===== src/rtl/arb_pkg.sv =====
// Shared types and defaults for the request arbiter.
//   state_t      : grant FSM encoding (IDLE, GRANT, GAP)
//   STATE_W      : width of state_t
//   DEF_N        : default number of requesters
//   DEF_MAX_HOLD : default hold-time limit before preemption
package arb_pkg;

    localparam int STATE_W      = 2;
    localparam int DEF_N        = 4;
    localparam int DEF_MAX_HOLD = 8;

    typedef enum logic [STATE_W-1:0] {
        IDLE  = 2'd0,
        GRANT = 2'd1,
        GAP   = 2'd2
    } state_t;

endpackage


===== src/rtl/req_arbiter_if.sv =====
// Request/grant bundle between requester blocks and the arbiter.
//   req     : request vector, bit i owned by requester i
//   gnt     : registered one-hot grant
//   gnt_idx : binary index of the owner (valid with gnt_vld)
//   gnt_vld : a grant is active
//   preempt : one-cycle pulse when a grant is ended by the hold limit
// modport master: requester side; modport slave: arbiter side.
interface req_arbiter_if
    import arb_pkg::*;
#(
    parameter int N  = DEF_N,
    parameter int IW = $clog2(N)
);
    logic [N-1:0]  req;
    logic [N-1:0]  gnt;
    logic [IW-1:0] gnt_idx;
    logic          gnt_vld;
    logic          preempt;

    modport master (output req, input gnt, input gnt_idx, input gnt_vld, input preempt);
    modport slave  (input req, output gnt, output gnt_idx, output gnt_vld, output preempt);
endinterface


===== src/rtl/req_arbiter_prio_sel.sv =====
// Combinational N-bit priority selector.
//   req_i    : candidate request vector
//   start_i  : first index scanned in round-robin mode
//   rr_i     : 1 = round-robin scan from start_i with wrap, 0 = highest index wins
//   found_o  : at least one request set
//   idx_o    : selected index
//   onehot_o : selected index as one-hot (zero when nothing found)
module prio_sel #(
    parameter int N  = 4,
    parameter int IW = $clog2(N)
) (
    input  logic [N-1:0]  req_i,
    input  logic [IW-1:0] start_i,
    input  logic          rr_i,
    output logic          found_o,
    output logic [IW-1:0] idx_o,
    output logic [N-1:0]  onehot_o
);

    int pos;

    always_comb begin
        found_o  = 1'b0;
        idx_o    = '0;
        onehot_o = '0;
        pos      = 0;
        if (rr_i) begin
            // Scan from the farthest offset back to start_i so the nearest hit is written last.
            for (int k = N - 1; k >= 0; k--) begin
                pos = (int'(start_i) + k) % N;
                if (req_i[IW'(pos)]) begin
                    found_o = 1'b1;
                    idx_o   = IW'(pos);
                end
            end
        end else begin
            for (int i = 0; i < N; i++) begin
                if (req_i[IW'(i)]) begin
                    found_o = 1'b1;
                    idx_o   = IW'(i);
                end
            end
        end
        if (found_o) onehot_o[idx_o] = 1'b1;
    end

endmodule


===== src/rtl/req_arbiter.sv =====
// Sequential arbiter sharing one downstream resource between N requesters.
//   clk     : rising-edge clock
//   rst_n   : synchronous active-low reset
//   bus     : slave side of req_arbiter_if (req in; gnt, gnt_idx, gnt_vld, preempt out)
// Parameters: N requesters, RR (1 round-robin / 0 fixed highest-index),
// MAX_HOLD consecutive grant cycles before forced release when others wait.
//
// state | meaning
// IDLE  | no owner, arbitrate on every edge
// GRANT | one owner holds the resource, hold counter running
// GAP   | single turnaround cycle with gnt=0, then arbitrate like IDLE
module req_arbiter
    import arb_pkg::*;
#(
    parameter int N        = DEF_N,
    parameter int RR       = 1,
    parameter int MAX_HOLD = DEF_MAX_HOLD,
    parameter int IW       = $clog2(N)
) (
    input  logic          clk,
    input  logic          rst_n,
    req_arbiter_if.slave  bus
);

    localparam int   CW      = $clog2(MAX_HOLD + 1);
    localparam logic RR_MODE = (RR != 0);

    state_t        state_q, state_d;
    logic [CW-1:0] cnt_q, cnt_d;
    logic [IW-1:0] last_q, last_d;
    logic [N-1:0]  gnt_q, gnt_d;
    logic [IW-1:0] idx_q, idx_d;
    logic          vld_q, vld_d;
    logic          pre_q, pre_d;

    logic [IW-1:0] start;
    logic          sel_found;
    logic [IW-1:0] sel_idx;
    logic [N-1:0]  sel_oh;
    logic          owner_req;
    logic          others_wait;

    assign start       = (last_q == IW'(N - 1)) ? '0 : last_q + 1'b1;
    assign owner_req   = |(bus.req & gnt_q);
    assign others_wait = |(bus.req & ~gnt_q);

    prio_sel #(.N(N), .IW(IW)) u_sel (
        .req_i    (bus.req),
        .start_i  (start),
        .rr_i     (RR_MODE),
        .found_o  (sel_found),
        .idx_o    (sel_idx),
        .onehot_o (sel_oh)
    );

    always_comb begin
        state_d = state_q;
        cnt_d   = cnt_q;
        last_d  = last_q;
        gnt_d   = gnt_q;
        idx_d   = idx_q;
        vld_d   = vld_q;
        pre_d   = 1'b0;
        case (state_q)
            GRANT: begin
                if (!owner_req) begin
                    state_d = GAP;
                    gnt_d   = '0;
                    vld_d   = 1'b0;
                end else if (cnt_q == CW'(MAX_HOLD) && others_wait) begin
                    state_d = GAP;
                    gnt_d   = '0;
                    vld_d   = 1'b0;
                    pre_d   = 1'b1;
                end else if (cnt_q != CW'(MAX_HOLD)) begin
                    cnt_d = cnt_q + 1'b1;
                end
            end
            default: begin
                // IDLE and GAP arbitrate identically; idx is held when nothing is granted.
                gnt_d   = '0;
                vld_d   = 1'b0;
                state_d = IDLE;
                if (sel_found) begin
                    state_d = GRANT;
                    gnt_d   = sel_oh;
                    idx_d   = sel_idx;
                    vld_d   = 1'b1;
                    last_d  = sel_idx;
                    cnt_d   = CW'(1);
                end
            end
        endcase
    end

    always_ff @(posedge clk) begin
        if (!rst_n) begin
            state_q <= IDLE;
            cnt_q   <= '0;
            last_q  <= IW'(N - 1);
            gnt_q   <= '0;
            idx_q   <= '0;
            vld_q   <= 1'b0;
            pre_q   <= 1'b0;
        end else begin
            state_q <= state_d;
            cnt_q   <= cnt_d;
            last_q  <= last_d;
            gnt_q   <= gnt_d;
            idx_q   <= idx_d;
            vld_q   <= vld_d;
            pre_q   <= pre_d;
        end
    end

    assign bus.gnt     = gnt_q;
    assign bus.gnt_idx = idx_q;
    assign bus.gnt_vld = vld_q;
    assign bus.preempt = pre_q;

endmodule

===== src/flat_wrapper.sv =====
// flat-port wrapper written by rule: the top's interface ports become plain ports
module req_arbiter_flat import arb_pkg::*;
#(
    parameter int N        = DEF_N,
    parameter int RR       = 1,
    parameter int MAX_HOLD = DEF_MAX_HOLD,
    parameter int IW       = $clog2(N)
)
  (clk, rst_n, bus_req, bus_gnt, bus_gnt_idx, bus_gnt_vld, bus_preempt);
  req_arbiter_if #(.N(N), .IW(IW)) bus_i ();
  input  logic clk;
  input  logic rst_n;
  input wire logic [$bits(bus_i.req)-1:0] bus_req;
  output wire logic [$bits(bus_i.gnt)-1:0] bus_gnt;
  output wire logic [$bits(bus_i.gnt_idx)-1:0] bus_gnt_idx;
  output wire logic [$bits(bus_i.gnt_vld)-1:0] bus_gnt_vld;
  output wire logic [$bits(bus_i.preempt)-1:0] bus_preempt;
  assign bus_i.req = bus_req;
  assign bus_gnt = bus_i.gnt;
  assign bus_gnt_idx = bus_i.gnt_idx;
  assign bus_gnt_vld = bus_i.gnt_vld;
  assign bus_preempt = bus_i.preempt;
  req_arbiter #(.N(N), .RR(RR), .MAX_HOLD(MAX_HOLD), .IW(IW)) u_core (.clk(clk), .rst_n(rst_n), .bus(bus_i));
endmodule

===== config.mk =====
export PLATFORM = sky130hd
export DESIGN_NAME = req_arbiter_flat
export DESIGN_NICKNAME = d
export VERILOG_FILES = /design/src/rtl/arb_pkg.sv /design/src/rtl/req_arbiter_if.sv /design/src/rtl/req_arbiter_prio_sel.sv /design/src/rtl/req_arbiter.sv /design/src/flat_wrapper.sv
export SDC_FILE = /design/constraint.sdc
export NUM_CORES = 1
export LEC_CHECK = 0
export ABC_AREA = 1
export CAP_MARGIN = 30
export CORE_ASPECT_RATIO = 1.75
export CORE_UTILIZATION = 40
export CTS_CLUSTER_SIZE = 40
export DETAILED_ROUTE_END_ITERATION = 8
export GPL_ROUTABILITY_DRIVEN = 0
export PLACE_DENSITY_LB_ADDON = 0.05
export SLEW_MARGIN = 0
export SYNTH_ARGS = -nofsm -noshare
export SYNTH_HDL_FRONTEND = slang
export SYNTH_SLANG_ARGS = --single-unit

===== constraint.sdc =====
create_clock -name clk -period 2.55 [get_ports clk]
set_clock_uncertainty 0.15 [all_clocks]
set_input_delay 0.51 -clock clk [delete_from_list [all_inputs] [get_ports clk]]
set_output_delay 0.51 -clock clk [all_outputs]
set_load 0.01 [all_outputs]

==> metrics.txt <==
# TYPE chip_impl_metric gauge
chip_impl_metric{name="row_count",unit=""} 22
chip_impl_metric{name="worst_ep_arrival_time",unit="ps"} 2100
chip_impl_metric{name="vdd.ir_drop.worst",unit="mV"} 0.551
chip_impl_info{name="tritoncts_clock_tree",value="done"} 1
chip_impl_metric{name="cap_violations",unit=""} 0
chip_impl_metric{name="synthesis.area_per_instance",unit="µm²"} 6.42
chip_impl_metric{name="finalHoldViolCount",unit=""} 0
chip_impl_metric{name="cts-root-to-sink-buffers",unit=""} 2
chip_impl_metric{name="ctsHtreeMaxLevel",unit=""} 1
chip_impl_metric{name="met3_wirelength",unit="µm"} 46
chip_impl_metric{name="first_global_vias",unit=""} 955
chip_impl_metric{name="synth.area.mux_share",unit="%"} 0
chip_impl_metric{name="achievable-frequency",unit="MHz"} 478
chip_impl_metric{name="post-route-drc-count",unit=""} 0
chip_impl_metric{name="postCtsResizedCells",unit=""} 0
chip_impl_metric{name="synth_simple_gate_area_share",unit="%"} 43.0
chip_impl_metric{name="ios",unit=""} 14
chip_impl_metric{name="worst_slew_margin_rel",unit="%"} 72.6
chip_impl_metric{name="synthesis.area",unit="µm²"} 943
chip_impl_metric{name="finalWorstPathRequiredPeriod",unit="ps"} 2090
chip_impl_metric{name="synthCells",unit=""} 147
chip_impl_metric{name="utilization",unit="%"} 52.5
chip_impl_metric{name="detailedRoute.firstIterationViolations",unit=""} 39
chip_impl_metric{name="timing.critical_path.buf_inv",unit=""} 1
chip_impl_metric{name="critical_path.max_stage_delay",unit="ps"} 430
chip_impl_metric{name="timing.final.crit_share",unit="%"} 82.0
chip_impl_info{name="synth.area.top_cells",value="sky130_fd_sc_hd__dfxtp_1 32%, sky130_fd_sc_hd__nand2_1 18%, sky130_fd_sc_hd__nand3_1 8.0%"} 1
chip_impl_info{name="worstHoldStart",value="u_core.bus.gnt_idx[0]$_SDFFE_PN0P_"} 1
chip_impl_metric{name="all_layer_gr_usage",unit="%"} 20.6
chip_impl_metric{name="synth_largest_type_area_fraction",unit="%"} 31.8
chip_impl_metric{name="crit_fanout",unit=""} 10
chip_impl_info{name="worstReg2RegStart",value="u_core.last_q[0]$_SDFFE_PN1P_"} 1
chip_impl_metric{name="crit_required",unit="ps"} 2560
chip_impl_metric{name="clock_latency",unit="ps"} 280
chip_impl_info{name="min_path_type",value="flop to flop"} 1
chip_impl_metric{name="final-max-slew-violation-count",unit=""} 0
chip_impl_metric{name="coreArea",unit="µm²"} 2150
chip_impl_metric{name="post_cts_hold_buffers",unit=""} 0
chip_impl_metric{name="route.detailed.wl_per_inst",unit="µm"} 12.1
chip_impl_metric{name="placed_cells",unit=""} 183
chip_impl_metric{name="post-cts-setup-buffers",unit=""} 0
chip_impl_metric{name="start_util",unit="%"} 43.9
chip_impl_metric{name="layout-drive-gt1-share",unit="%"} 14.1
chip_impl_metric{name="routedLengthMet1",unit="µm"} 912
chip_impl_metric{name="nNetsFinal",unit=""} 173
chip_impl_metric{name="synth-xor-area-share",unit="%"} 1.86
chip_impl_info{name="crit_end_category",value="flop"} 1
chip_impl_metric{name="die_area",unit="µm²"} 2560
chip_impl_info{name="highest_signal_layer_in_the_routed_design",value="met4"} 1
chip_impl_info{name="unrepaired_setup_endpoints_after_global_routing",value="no"} 1
chip_impl_info{name="outcome",value="finished clean"} 1
chip_impl_metric{name="grt_start_max_net_pins",unit=""} 14
chip_impl_metric{name="ys_ff_latch",unit=""} 15
chip_impl_metric{name="tritoncts.num_buffers",unit=""} 3
chip_impl_metric{name="cellPowerDensity",unit="nW/µm²"} 1250
chip_impl_metric{name="layout-area-overhead-vs-synth",unit="%"} 19.5
chip_impl_metric{name="yosys_warnings",unit=""} 0
chip_impl_info{name="timing.critical_path.cells",value="ha_1, inv_2, nand2_2, nand2_1, nand2_1, nand2_2, nand2_2, nand3_2, nand2_4, nand2_2, o21ai_0, a21oi_1"} 1
chip_impl_metric{name="global_route_wire_length_before_repair",unit="mm"} 3.77
chip_impl_metric{name="io_buffers",unit=""} 13
chip_impl_metric{name="met2WireLength",unit="mm"} 1.23
chip_impl_metric{name="sequential_area_share_after_synthesis",unit="%"} 31.8
chip_impl_metric{name="antenna_cells",unit=""} 0
chip_impl_metric{name="dr_total_vias",unit=""} 998
chip_impl_metric{name="grt_antenna_before_repair",unit=""} 0
chip_impl_metric{name="setup-tns-final",unit="ps"} 0
chip_impl_info{name="critical-path-top-cell-by-count",value="sky130_fd_sc_hd__nand2_2"} 1
chip_impl_metric{name="number_of_endpoints_failing_setup_at_the_final_stage",unit=""} 0
chip_impl_metric{name="synth.lib_cells_used.distinct",unit=""} 24
chip_impl_metric{name="totalPowerFinal",unit="W"} 0.00140
chip_impl_metric{name="synthAdderAreaFrac",unit="%"} 3.98
chip_impl_metric{name="die_x",unit="µm"} 38.7
chip_impl_info{name="critPathKind",value="flop to flop"} 1
chip_impl_metric{name="cts.sinks",unit=""} 15
chip_impl_info{name="synth_top_family_by_area",value="simple AND/OR/NAND/NOR gates"} 1
chip_impl_info{name="slowest_stage",value="sky130_fd_sc_hd__dfxtp_1"} 1
chip_impl_metric{name="finalNonFillerCells",unit=""} 187
chip_impl_info{name="synthDominantAreaCellType",value="sky130_fd_sc_hd__dfxtp_1"} 1
chip_impl_metric{name="grt.overflow.total",unit=""} 0
chip_impl_metric{name="leakagePower",unit="nW"} 0.509
chip_impl_metric{name="hpwlAfterDp",unit="mm"} 1.78
chip_impl_info{name="clock_root_buffer",value="sky130_fd_sc_hd__clkbuf_4"} 1
chip_impl_metric{name="detail-route-antenna-nets",unit=""} 0
chip_impl_metric{name="fp.dieH",unit="µm"} 66.2
chip_impl_metric{name="synthesis.nets",unit=""} 156
chip_impl_metric{name="clkSlewWorstSetupHoldPaths",unit="ps"} 90
chip_impl_metric{name="fill_cells",unit=""} 230
chip_impl_metric{name="route.detailed.vias_per_inst",unit=""} 5.34
chip_impl_info{name="critical_path.startpoint_type",value="flop"} 1
chip_impl_info{name="critical_path.startpoint",value="u_core.last_q[0]$_SDFFE_PN1P_"} 1
chip_impl_metric{name="synth-compound-area-share",unit="%"} 11.0
chip_impl_info{name="path_delay_family",value="simple AND/OR/NAND/NOR gates"} 1
chip_impl_metric{name="wirelength_routed",unit="mm"} 2.27
chip_impl_metric{name="worst_margin_slew",unit="ps"} 410
chip_impl_metric{name="drt_pre_antenna_iters",unit=""} 4
## area by class of cell
class	count	area (µm²)	share of cell area (%)
Clock buffer	3	22.5	2.00
Clock inverter	1	5.00	0.444
Inverter	20	75.1	6.66
Multi-Input combinational cell	111	564	50.1
Sequential cell	15	300	26.6
Tap cell	24	30.0	2.66
Timing Repair Buffer	13	130	11.5
## flip-flops by register name, indices dropped and copies added, names as in the netlist
register	cells
u_core.cnt_q	4
u_core.bus.preempt	1
u_core.last_q	2
u_core.state_q	2
u_core.bus.gnt_idx	2
u_core.bus.gnt	4
## per-stage QoR
stage | worst slack, ps | cell area, µm² | hold WS (ps)
after floorplan | 737 | 943 | 296
after global routing | 326 | 1130 | 341
final | 459 | 1130 | 319
after global placement | 301 | 1100 | 307
after CTS | 478 | 1130 | 325
after detailed placement | 281 | 1100 | 312
## worst paths after layout
| check | end | slack, ps | depth (start not counted) |
|---|---|---|---|
| max | u_core.cnt_q[0]$_SDFFE_PN0P_ | 460 | 12 |
| min | u_core.bus.gnt_idx[0]$_SDFFE_PN0P_ | 320 | 2 |
| max reg2reg | u_core.cnt_q[0]$_SDFFE_PN0P_ | 460 | 12 |
| min reg2reg | u_core.bus.gnt_idx[0]$_SDFFE_PN0P_ | 320 | 2 |
## metal layers
layer	vias to the layer above	track usage, %
li1	509	-
met1	456	19.2
met2	24	39.6
met3	9	1.68
met4	0	11.2
met5	-	0
## synth_stat cells (all sizes together)
| cell | number |
|---|---|
| nor2 | 9 |
| o22ai | 2 |
| a21oi | 11 |
| nand4 | 3 |
| nand2 | 56 |
| clkinv | 1 |
| o21ai | 5 |
| nand3 | 16 |
| clkbuf | 1 |
| dfxtp | 15 |
| and3 | 1 |
| nor4 | 1 |
| ha | 3 |
| nor3 | 1 |
| inv | 19 |
| o211ai | 1 |
| xor2 | 2 |
## logic make-up after synthesis
logic type	count (synthesis)
AO/OA/AOI/OAI	19
XOR/XNOR	2
AND/OR/NAND/NOR	87
adder cells (fa/ha/maj)	3
buffers and inverters	21
flip-flops	15
## power breakdown
group | internal, W | switching (W) | leakage (nW) | total [W]
clock network | 0.0000582 | 0.0000754 | 0.0177 | 0.000134
logic | 0.000328 | 0.000577 | 0.368 | 0.000905
registers | 0.000306 | 0.0000596 | 0.123 | 0.000366
total | 0.000693 | 0.000712 | 0.509 | 0.00140
## worst reg2reg max path, cell delays in order, from the launching register on
cell and delay, ps:
sky130_fd_sc_hd__dfxtp_1 430, sky130_fd_sc_hd__ha_1 280, sky130_fd_sc_hd__inv_2 50, sky130_fd_sc_hd__nand2_2 150
sky130_fd_sc_hd__nand2_1 110, sky130_fd_sc_hd__nand2_1 110, sky130_fd_sc_hd__nand2_2 60, sky130_fd_sc_hd__nand2_2 100
sky130_fd_sc_hd__nand3_2 100, sky130_fd_sc_hd__nand2_4 130, sky130_fd_sc_hd__nand2_2 100, sky130_fd_sc_hd__o21ai_0 110
sky130_fd_sc_hd__a21oi_1 90
## cell usage in the layout (no fill, tap or decap), types with 2 or more instances in the layout
cell	instances
sky130_fd_sc_hd__o21ai_0	2
sky130_fd_sc_hd__o21ai_1	2
sky130_fd_sc_hd__nand4_1	3
sky130_fd_sc_hd__o22ai_1	2
sky130_fd_sc_hd__nand3_1	15
sky130_fd_sc_hd__nand2_1	45
sky130_fd_sc_hd__inv_1	14
sky130_fd_sc_hd__inv_2	5
sky130_fd_sc_hd__clkbuf_4	3
sky130_fd_sc_hd__xor2_1	2
sky130_fd_sc_hd__a21oi_1	11
sky130_fd_sc_hd__nor2_1	8
sky130_fd_sc_hd__ha_1	3
sky130_fd_sc_hd__nand2_2	10
sky130_fd_sc_hd__clkdlybuf4s50_1	13
sky130_fd_sc_hd__dfxtp_1	15
Power figures use the tool's default switching activity.
